$ cat src/rtl/voice_alloc_pkg.sv
// Shared types for the polyphony scheduler and the tone generator bank.
package voice_alloc_pkg;

    // Default widths of one voice record as seen by the tone generators.
    localparam int VOICE_NOTE_W = 8;
    localparam int VOICE_AGE_W  = 4;

    // Note code reserved for "no note"; events carrying it are dropped.
    localparam int NOTE_NONE = 0;

    // Allocator sequencing: wait for an event, walk the voices, apply the decision.
    typedef enum logic [1:0] {
        IDLE   = 2'd0,
        SCAN   = 2'd1,
        COMMIT = 2'd2
    } state_t;

    // One voice as consumed by an oscillator + envelope pair.
    typedef struct packed {
        logic [VOICE_NOTE_W-1:0] note;
        logic                    gate;
        logic [VOICE_AGE_W-1:0]  age;
    } voice_t;

endpackage

$ cat src/rtl/voice_allocator_if.sv
// Note event channel from the keycode decoder into the voice allocator.
//
// Handshake: the master raises ev_valid with ev_on/ev_note stable and keeps
// all three unchanged until a rising clk edge sees ev_valid & ev_ready high;
// that edge transfers exactly one event. ev_ready never depends on ev_valid.
interface voice_allocator_if
    import voice_alloc_pkg::*;
#(
    parameter int NOTE_W = VOICE_NOTE_W
);
    logic              ev_valid;
    logic              ev_ready;
    logic              ev_on;
    logic [NOTE_W-1:0] ev_note;

    modport master (output ev_valid, ev_on, ev_note, input ev_ready);
    modport slave  (input ev_valid, ev_on, ev_note, output ev_ready);
endinterface

$ cat src/rtl/voice_allocator_slot.sv
// One synth voice: note/gate/age record plus the one-cycle start pulse.
module voice_slot #(
    parameter int NOTE_W = 8,
    parameter int AGE_W  = 4
) (
    input  logic              clk,
    input  logic              reset_n,
    input  logic              i_assign,   // (re)start this voice on i_note
    input  logic              i_release,  // gate off, keep note for the release phase
    input  logic              i_bump,     // another voice started: grow older
    input  logic [NOTE_W-1:0] i_note,
    output logic [NOTE_W-1:0] o_note,
    output logic              o_gate,
    output logic [AGE_W-1:0]  o_age,
    output logic              o_trig
);
    typedef struct packed {
        logic [NOTE_W-1:0] note;
        logic              gate;
        logic [AGE_W-1:0]  age;
    } slot_t;

    localparam logic [AGE_W-1:0] AGE_MAX = '1;

    slot_t r_voice;
    logic  r_trig;

    // Apply the commit command; assign wins over bump, age saturates.
    always_ff @(posedge clk or negedge reset_n) begin
        if (!reset_n) begin
            r_voice <= '0;
            r_trig  <= 1'b0;
        end else begin
            r_trig <= i_assign;
            if (i_assign) begin
                r_voice.note <= i_note;
                r_voice.gate <= 1'b1;
                r_voice.age  <= '0;
            end else if (i_release) begin
                r_voice.gate <= 1'b0;
            end else if (i_bump && r_voice.gate && (r_voice.age != AGE_MAX)) begin
                r_voice.age <= r_voice.age + 1'b1;
            end
        end
    end

    assign o_note = r_voice.note;
    assign o_gate = r_voice.gate;
    assign o_age  = r_voice.age;
    assign o_trig = r_trig;

endmodule

$ cat src/rtl/voice_allocator.sv
// Polyphony scheduler: latches one note event, walks the voices one per cycle
// to find a retrigger match / lowest free / oldest sounding voice, then
// commits the decision to the voice slots in a single cycle.
module voice_allocator
    import voice_alloc_pkg::*;
#(
    parameter int NUM_VOICES = 4,
    parameter int NOTE_W     = VOICE_NOTE_W,
    parameter int AGE_W      = VOICE_AGE_W
) (
    input  logic                             clk,
    input  logic                             reset_n,
    voice_allocator_if.slave                 ev,
    output logic [NUM_VOICES*NOTE_W-1:0]     voice_note,
    output logic [NUM_VOICES-1:0]            voice_gate,
    output logic [NUM_VOICES-1:0]            voice_trig,
    output logic                             steal_pulse,
    output logic [$clog2(NUM_VOICES+1)-1:0]  active_count,
    output state_t                           dbg_state
);
    localparam int IDX_W = $clog2(NUM_VOICES);
    localparam int CNT_W = $clog2(NUM_VOICES + 1);
    localparam logic [IDX_W-1:0] LAST_IDX = IDX_W'(NUM_VOICES - 1);

    state_t             r_state;
    state_t             w_state_nxt;
    logic               r_run;
    logic               r_ev_on;
    logic [NOTE_W-1:0]  r_ev_note;
    logic [IDX_W-1:0]   r_idx;
    logic               r_match_found;
    logic [IDX_W-1:0]   r_match_idx;
    logic               r_free_found;
    logic [IDX_W-1:0]   r_free_idx;
    logic               r_old_found;
    logic [IDX_W-1:0]   r_old_idx;
    logic [AGE_W-1:0]   r_old_age;
    logic               r_steal;
    logic [CNT_W-1:0]   r_count;

    logic [NOTE_W-1:0]     w_note [NUM_VOICES];
    logic [AGE_W-1:0]      w_age  [NUM_VOICES];
    logic [NUM_VOICES-1:0] w_gate;
    logic [NUM_VOICES-1:0] w_trig;
    logic [NUM_VOICES-1:0] w_assign;
    logic [NUM_VOICES-1:0] w_release;
    logic [NUM_VOICES-1:0] w_gate_nxt;
    logic                  w_bump;
    logic                  w_steal;
    logic                  w_accept;
    logic [IDX_W-1:0]      w_target;
    logic [CNT_W-1:0]      w_count_nxt;

    // r_run keeps ev_ready low while reset is held and for the release edge.
    assign ev.ev_ready = r_run && (r_state == IDLE);
    assign w_accept    = ev.ev_valid && ev.ev_ready;

    // Next state and the commit decision (target voice, slot commands, steal flag).
    always_comb begin
        w_state_nxt = r_state;
        w_target    = r_free_idx;
        w_assign    = '0;
        w_release   = '0;
        w_bump      = 1'b0;
        w_steal     = 1'b0;
        case (r_state)
            IDLE: begin
                if (w_accept && (ev.ev_note != NOTE_W'(NOTE_NONE))) begin
                    w_state_nxt = SCAN;
                end
            end
            SCAN: begin
                if (r_idx == LAST_IDX) begin
                    w_state_nxt = COMMIT;
                end
            end
            COMMIT: begin
                w_state_nxt = IDLE;
                if (r_match_found) begin
                    w_target = r_match_idx;
                end else if (r_free_found) begin
                    w_target = r_free_idx;
                end else begin
                    w_target = r_old_idx;
                end
                if (r_ev_on) begin
                    w_assign[w_target] = 1'b1;
                    w_bump             = 1'b1;
                    w_steal            = !r_match_found && !r_free_found;
                end else if (r_match_found) begin
                    w_release[r_match_idx] = 1'b1;
                end
            end
            default: w_state_nxt = IDLE;
        endcase
    end

    // Gate vector after this commit and its population count.
    always_comb begin
        w_gate_nxt  = (w_gate | w_assign) & ~w_release;
        w_count_nxt = '0;
        for (int i = 0; i < NUM_VOICES; i++) begin
            w_count_nxt = w_count_nxt + CNT_W'(w_gate_nxt[i]);
        end
    end

    // State register, event latch and scan candidate tracking.
    always_ff @(posedge clk or negedge reset_n) begin
        if (!reset_n) begin
            r_state       <= IDLE;
            r_run         <= 1'b0;
            r_ev_on       <= 1'b0;
            r_ev_note     <= '0;
            r_idx         <= '0;
            r_match_found <= 1'b0;
            r_match_idx   <= '0;
            r_free_found  <= 1'b0;
            r_free_idx    <= '0;
            r_old_found   <= 1'b0;
            r_old_idx     <= '0;
            r_old_age     <= '0;
            r_steal       <= 1'b0;
            r_count       <= '0;
        end else begin
            r_run   <= 1'b1;
            r_state <= w_state_nxt;
            r_steal <= w_steal;
            if ((r_state == IDLE) && w_accept) begin
                r_ev_on       <= ev.ev_on;
                r_ev_note     <= ev.ev_note;
                r_idx         <= '0;
                r_match_found <= 1'b0;
                r_free_found  <= 1'b0;
                r_old_found   <= 1'b0;
            end
            if (r_state == SCAN) begin
                // Ascending walk: the first hit is the lowest index.
                if (!r_match_found && w_gate[r_idx] && (w_note[r_idx] == r_ev_note)) begin
                    r_match_found <= 1'b1;
                    r_match_idx   <= r_idx;
                end
                if (!r_free_found && !w_gate[r_idx]) begin
                    r_free_found <= 1'b1;
                    r_free_idx   <= r_idx;
                end
                // Strictly greater keeps the lowest index on an age tie.
                if (w_gate[r_idx] && (!r_old_found || (w_age[r_idx] > r_old_age))) begin
                    r_old_found <= 1'b1;
                    r_old_idx   <= r_idx;
                    r_old_age   <= w_age[r_idx];
                end
                if (r_idx != LAST_IDX) begin
                    r_idx <= r_idx + 1'b1;
                end
            end
            if (r_state == COMMIT) begin
                r_count <= w_count_nxt;
            end
        end
    end

    for (genvar i = 0; i < NUM_VOICES; i++) begin : g_slot
        voice_slot #(
            .NOTE_W (NOTE_W),
            .AGE_W  (AGE_W)
        ) u_slot (
            .clk       (clk),
            .reset_n   (reset_n),
            .i_assign  (w_assign[i]),
            .i_release (w_release[i]),
            .i_bump    (w_bump),
            .i_note    (r_ev_note),
            .o_note    (w_note[i]),
            .o_gate    (w_gate[i]),
            .o_age     (w_age[i]),
            .o_trig    (w_trig[i])
        );
        assign voice_note[i*NOTE_W +: NOTE_W] = w_note[i];
    end

    assign voice_gate   = w_gate;
    assign voice_trig   = w_trig;
    assign steal_pulse  = r_steal;
    assign active_count = r_count;
    assign dbg_state    = r_state;

endmodule
$ cat src/flat_wrapper.sv
// flat-port wrapper written by rule: the top's interface ports become plain ports
module voice_allocator_flat import voice_alloc_pkg::*;
#(
    parameter int NUM_VOICES = 4,
    parameter int NOTE_W     = VOICE_NOTE_W,
    parameter int AGE_W      = VOICE_AGE_W
)
  (clk, reset_n, voice_note, voice_gate, voice_trig, steal_pulse, active_count, dbg_state, ev_ev_valid, ev_ev_on, ev_ev_note, ev_ev_ready);
  voice_allocator_if #(.NOTE_W(NOTE_W)) ev_i ();
  input  logic clk;
  input  logic reset_n;
  output logic [NUM_VOICES*NOTE_W-1:0] voice_note;
  output logic [NUM_VOICES-1:0] voice_gate;
  output logic [NUM_VOICES-1:0] voice_trig;
  output logic steal_pulse;
  output logic [$clog2(NUM_VOICES+1)-1:0] active_count;
  output state_t dbg_state;
  input wire logic [$bits(ev_i.ev_valid)-1:0] ev_ev_valid;
  input wire logic [$bits(ev_i.ev_on)-1:0] ev_ev_on;
  input wire logic [$bits(ev_i.ev_note)-1:0] ev_ev_note;
  output wire logic [$bits(ev_i.ev_ready)-1:0] ev_ev_ready;
  assign ev_i.ev_valid = ev_ev_valid;
  assign ev_i.ev_on = ev_ev_on;
  assign ev_i.ev_note = ev_ev_note;
  assign ev_ev_ready = ev_i.ev_ready;
  voice_allocator #(.NUM_VOICES(NUM_VOICES), .NOTE_W(NOTE_W), .AGE_W(AGE_W)) u_core (.clk(clk), .reset_n(reset_n), .ev(ev_i), .voice_note(voice_note), .voice_gate(voice_gate), .voice_trig(voice_trig), .steal_pulse(steal_pulse), .active_count(active_count), .dbg_state(dbg_state));
endmodule
$ cat config.mk
export PLATFORM = sky130hd
export DESIGN_NAME = voice_allocator_flat
export DESIGN_NICKNAME = d
export VERILOG_FILES = /design/src/rtl/voice_alloc_pkg.sv /design/src/rtl/voice_allocator_if.sv /design/src/rtl/voice_allocator_slot.sv /design/src/rtl/voice_allocator.sv /design/src/flat_wrapper.sv
export SDC_FILE = /design/constraint.sdc
export NUM_CORES = 1
export LEC_CHECK = 0
export CORE_MARGIN = 3
export CORE_UTILIZATION = 30
export CTS_CLUSTER_DIAMETER = 50
export DETAILED_ROUTE_END_ITERATION = 16
export PLACE_DENSITY = 0.63
export SYNTH_ARGS = -nofsm -noshare
export SYNTH_HDL_FRONTEND = slang
export SYNTH_SLANG_ARGS = --single-unit
$ cat constraint.sdc
create_clock -name clk -period 2.7 [get_ports clk]
set_input_delay 0.675 -clock clk [delete_from_list [all_inputs] [get_ports clk]]
set_output_delay 0.675 -clock clk [all_outputs]
set_load 0.03 [all_outputs]
### Yosys cells after proc, flatten, opt, wreduce, memory -nomap -nowiden

Index checks and enable logic that the tools add are counted.

| storage, ports and cells | value |
|---|---|
| register bits after elaboration | 87 |
| input bits | 12 |
| logic and storage cells | 161 |

| operators by class | value |
|---|---|
| $add $sub $neg | 8 |
| magnitude comparators | 7 |
| eq/ne operators | 15 |
| muxes and demuxes | 55 |
| bitwise gates (word level) | 4 |
| reduce and logical (&&, ||, !) cells | 42 |

Operator list:

| kind | number |
|---|---|
| $mux W4 | 15 |
| $mux W1 | 20 |
| $mux W5 | 4 |
| $logic_and A1 B1 Y1 | 19 |
| $add A4 B1 Y4 const B | 4 |
| $bmux W8 S2 | 1 |
| $mux W2 | 8 |
| $mux W8 | 2 |
| $ne A4 B4 Y1 const B | 4 |
| $reduce_and A2 Y1 | 8 |
| $reduce_bool A2 Y1 | 8 |
| $ne A2 B1 Y1 const B | 5 |
| $lt A2 B3 Y1 const B | 3 |
| $bmux W4 S2 | 1 |
| $eq A8 B8 Y1 | 1 |
| $reduce_bool A8 Y1 | 1 |
| $add A3 B1 Y3 | 2 |
| $and A4 B4 Y4 | 1 |
| $demux W1 S2 | 2 |
| $eq A2 B2 Y1 const B | 2 |
| $ge A2 B1 Y1 const B | 2 |
| $gt A4 B4 Y1 | 1 |
| $logic_not A1 Y1 | 4 |
| $ne A2 B2 Y1 const B | 2 |
| other kinds (11) | 11 |

### Longest topological paths before layout

| logic depth | value |
|---|---|
| word-level depth | 14 |
| gate-level depth with buffers | 13 |
| depth with buffers taken out | 12 |

### By module

From an unflattened synthesis, not the netlist that was laid out.

| unflattened totals | value |
|---|---|
| cell total of the unflattened synthesis | 316 |
| area, all modules | 4246.6 um2 |

By module, submodules not included:

| module | times used | cells an instance | area each (um2) | sequential area each (um2) |
|---|---|---|---|---|
| voice_slot | 4 | 41 | 580.6 | 350.3 |
| voice_allocator | 1 | 152 | 1924.3 | 775.7 |

### Worst setup path before layout

OpenSTA, ideal clock, no wires.

| path | value |
|---|---|
| kind | reg2reg |
| start point | register u_core.r_state[0], in the netlist u_core.dbg_state[0] |
| end point | register u_core.r_count[1], in the netlist u_core.active_count[1] |
| data arrival time | 3006 ps |
| setup slack | -431 ps |
| cell stages (with the launch flop) | 12 |
| clock period less this slack | 3131 ps |
| cells stage by stage | dfrtp_1 nand2b_1 clkbuf_1 nor3b_1 or3b_2 a21o_1 ha_1 inv_1 fa_1 inv_1 ha_1 mux2_2 |

| between the ends | value |
|---|---|
| cells in the longest elaborated chain, start to end | 7 |

RTL lines:

| what | line | text |
|---|---|---|
| start: declaration | voice_allocator.sv:25 | `state_t r_state;` |
| start signal: assignment | voice_allocator.sv:126 | `r_state <= w_state_nxt;` |
| $eq A2 B2 Y1 * | voice_allocator.sv:66 | `case (r_state)` |
| $mux W4 | voice_allocator.sv:66 |  |
| $or A4 B4 Y4 / $not A4 Y4 (equally long branches) | voice_allocator.sv:100 | `w_gate_nxt = (w_gate \| w_assign) & ~w_release;` |
| $and A4 B4 Y4 * | voice_allocator.sv:100 |  |
| $add A1 B1 Y2 | voice_allocator.sv:103 | `w_count_nxt = w_count_nxt + CNT_W'(w_gate_nxt[i]);` |
| $add A3 B1 Y3 | voice_allocator.sv:103 |  |
| $add A3 B1 Y3 * | voice_allocator.sv:103 |  |
| via u_core.w_count_nxt[1] | voice_allocator.sv:52 | `logic [CNT_W-1:0] w_count_nxt;` |
| end signal: assignment | voice_allocator.sv:157 | `r_count <= w_count_nxt;` |
| end: declaration | voice_allocator.sv:39 | `logic [CNT_W-1:0] r_count;` |

The timed path passes the listed nets; every way through them passes the cells marked *.
A chain may end at the register's enable or synchronous reset.

### Worst setup path after layout

| path | value |
|---|---|
| start point | register u_core.r_idx[0] |
| end point | register u_core.r_match_idx[1] |

| between the ends | value |
|---|---|
| cells in the longest elaborated chain, start to end | 7 |

RTL lines:

| what | line | text |
|---|---|---|
| start: declaration | voice_allocator.sv:30 | `logic [IDX_W-1:0] r_idx;` |
| start signal: assignment | voice_allocator.sv:153 | `r_idx <= r_idx + 1'b1;` |
| $not A2 Y3 (not written as such) | voice_allocator.sv:138 | `if (!r_match_found && w_gate[r_idx] && (w_note[r_idx] == r_ev_note)) begin` |
| $bmux W8 S2 | voice_allocator.sv:138 |  |
| $mux W8 (not written as such) (2 in series) | voice_allocator.sv:138 |  |
| $eq A8 B8 Y1 | voice_allocator.sv:138 |  |
| $logic_and A1 B1 Y1 * | voice_allocator.sv:138 |  |
| $reduce_and A2 Y1 (no source line) * | -- |  |
| end signal: assignment | voice_allocator.sv:140 | `r_match_idx <= r_idx;` |
| end: declaration | voice_allocator.sv:32 | `logic [IDX_W-1:0] r_match_idx;` |

Every way passes the cells marked *; elsewhere a longest branch is shown, timed or not. The select of a mux whose other input is x is not followed.

==> summary.txt <==
Synthesis
  – Synth area leader: dfrtp_1
  – Adder-Cell Fraction of Synth Area: 0.03804
  – Post-Synth Simple-Gate Area: 0.1081
  – Area contributors post-synth: dfrtp_1 (53%), mux2_2 (11%), mux4_1 (5.1%), ha_1 (3.3%), nand2_1 (3.3%)
  – Seq/Total Area, Yosys: 0.5254
  – Mux share of post-synthesis cell area: 0.2120
  – Main synth FF type: dfrtp_1
  – Most instantiated cells after synthesis: dfrtp_1 (87), mux2_2 (42), nand2_1 (36)
  – Yosys warnings: 0
  – Largest family of logic cells by synthesized area: multiplexers
  – Ys async rst share: 1.000
  – Count leader, synth: dfrtp_1
  – Compound-gate portion of the synthesized area: 0.03442
  – Synth unique cells: 33
  – Post-Synth XOR/XNOR Area: 0.04227
  – EDFF count, synth: 0
  – Syn_nets: 356
  – Register bit total from synthesis: 87
  – Share of the synthesized area in the top cell type: 0.5254
  – Synth Instances: 332
  – Syn avg cell area: 12.48 µm²
  – Cell Area, Synth: 4144 µm²

Floorplanning
  – Die height: 123.5 µm
  – Top-level port count: 59
  – FP Rows: 42
  – Core footprint: 13400 µm²
  – Die area: 15260 µm²
  – Starting Density: 0.3092
  – Chip Width: 123.5 µm

Clock network
  – H-tree Lvls: 3
  – CTS Hold Buffers Added: 0
  – CTS tree: built
  – CTS buffer count: 9
  – Clock root buffer: clkbuf_16
  – CTS Sinks: 87
  – Clock transition at the registers of the reported paths: 0.07 ns
  – Clock Path Buffers: 2
  – Clk_lat worst skew: 0.34 ns

Timing
  – Final period utilization: 1.006
  – Unrepaired setup endpoints after global routing: true
  – Final Worst Setup Slack: -0.01747 ns
  – Final Max Slew Viols: 0
  – # setup viols final: 2
  – Fmax: 368.0 MHz
  – Fin crit period: 2.717 ns
  – Worst slew margin: 0.6054
  – Worst clock skew: 0.008520 ns
  – Tightest Pin Transition: 0.5919 ns
  – Hold Vio Cnt, Final: 0

Hold path
  – Min-Delay Path Class: input pin to async pin

Critical path
  – CP startpoint: u_core.r_idx[0]
  – FF-to-FF End: u_core.r_match_idx[1]
  – Worst flop-to-flop path startpoint: u_core.r_idx[0]
  – R2R depth: 8
  – Worst Setup EP: u_core.r_match_idx[1]
  – Data required, critical path: 2.93 ns
  – Critical path endpoint category: register
  – WP data arrival: 2.95 ns
  – Worst Path Class, Setup: register to register
  – Crit-path max FO: 7
  – Register-to-register setup slack: -0.02 ns
  – Critical path launch point type: register

Route
  – Post-route ant nets: 0
  – Routed WL per cell: 16.72 µm
  – Initial DRC Count: 87
  – Via density: 4.740
  – DR vias: 2754
  – DRC: 0
  – Initial DRT Pass Iterations: 5
  – Total Wirelength: 9.716 mm

Outcome
  – Status: finished with violations
  – Failing checks: negative setup slack

GRT
  – First-pass GRT wire length: 15.28 mm
  – Overall routing resource usage: 0.1326
  – Largest net degree at the start of global routing: 46
  – Initial antenna violation count: 0
  – Total gr overflow: 0
  – Vias in the first global route: 2820

Cells and area
  – Final #Nets: 424
  – Finished layout cell area: 5401 µm²
  – Share of cells above drive strength 1: 0.2716
  – Area grow syn2layout: 30.34%
  – Filler cell count: 1297
  – Diodes inserted: 0
  – Final std cells w/o fill: 581

Placement
  – Post-DP Area: 5016 µm²
  – Pre-CTS setup slack: 0.01605 ns
  – Cells after DPL: 559
  – HPWL after DPL: 6.759 mm
  – Port bufs: 58
  – Gpl congestion: 0.7580

Pwr
  – Lkg Pwr: 2.500 nW
  – Worst vdd ir: 0.0005337 V
  – PD cells: 1017 nW/µm²

Run
  – Max-cap violation count: 0
placed cells by master (no fill, tap or decap), types with 4 or more instances in the layout:
cell type,instances
mux2i_1,6
buf_4,21
nor2_1,22
xor2_1,12
dfrtp_1,85
nand2_1,36
nand4_1,6
clkdlybuf4s50_1,57
xnor2_1,5
ha_1,9
o21ai_0,10
mux4_1,4
clkbuf_16,9
nand3_1,7
a21o_1,6
and3_1,4
mux2_4,8
mux4_2,9
mux2_2,36
inv_1,7
registers in the layout, summed over array words and instances (netlist names), 3 cells and up:
name / count
u_core.r_ev_note: 8
u_core.g_slot.u_slot.o_trig: 4
u_core.r_old_age: 4
u_core.g_slot.u_slot.o_gate: 4
u_core.g_slot.u_slot.o_age: 16
u_core.active_count: 3
u_core.g_slot.u_slot.o_note: 32
logic make-up after synthesis:
| kind of cell | Yosys count |
|---|---|
| buffers and inverters | 33 |
| other | 1 |
| AOI/OAI and AO/OA | 24 |
| DFF | 87 |
| muxes | 63 |
| adders and majority gates | 12 |
| and+or+nand+nor | 92 |
| xor gates and xnor gates | 20 |
final cells by class:
cell class	count	area, µm²	area share
multi-input cells	212	1906	0.3528
clock inverters	7	48.80	0.009034
clock buffers	9	225.2	0.04170
repair buffers	81	788.3	0.1459
inverters	9	33.78	0.006254
well taps	176	220.2	0.04077
flip-flops and latches	87	2180	0.4035
how the worst min path moves through the flow:
stage	startpoint	endpoint	slack (ns)
final	reset_n	u_core.g_slot[0].u_slot.o_trig	0.34
after global routing	reset_n	u_core.g_slot[3].u_slot.o_age[3]	0.39
after CTS	reset_n	u_core.g_slot[0].u_slot.o_trig	0.36
after detailed placement	u_core.active_count[2]	u_core.active_count[2]	0.49
after global placement	u_core.active_count[0]	u_core.active_count[0]	0.46
after floorplan	reset_n	u_core.active_count[0]	0.38
routing by layer:
layer	part of all wire	GRT usage	vias to the layer above
li1	-	-	1289
met1	0.48	0.1913	1388
met2	0.47	0.2001	69
met3	0.045	0.03751	8
met4	0.0084	0.02699	0
met5	0	0	-
critical path, cell delays in order (launching register included):
cell	delay (ns)
dfrtp_1	0.35
buf_4	0.12
buf_12	0.12
mux4_2	0.53
xnor2_2	0.19
nand4_1	0.12
or4_4	0.51
nor4_4	0.33
mux2_4	0.33
stage by stage:
step / util / hold slack (ns) / total power, W / TNS, ns
after global placement: 0.3743 / 0.4605 / 0.004161 / 0
after CTS: 0.3948 / 0.3596 / 0.005379 / 0
after detailed placement: 0.3743 / 0.4942 / 0.004206 / 0
after global routing: 0.4031 / 0.3926 / 0.005798 / -0.1631
after floorplan: - / 0.3794 / 0.003366 / -0.09665
final: 0.4031 / 0.3380 / 0.005494 / -0.03232
power breakdown:
part           internal (W)  switching [W]  total [W]
clock network      0.000624       0.000524    0.00115
logic               0.00115        0.00114    0.00228
registers           0.00166       0.000399    0.00206
what timing repair did:
item | 4_1_cts | 5_1_grt
setup buffers | 0 | 6
endpoints found under the setup margin | 0 | 9
resized for setup | 0 | 20
hold endpoints to repair | 0 | 0
Note: power is estimated with default switching activity, not from simulation.
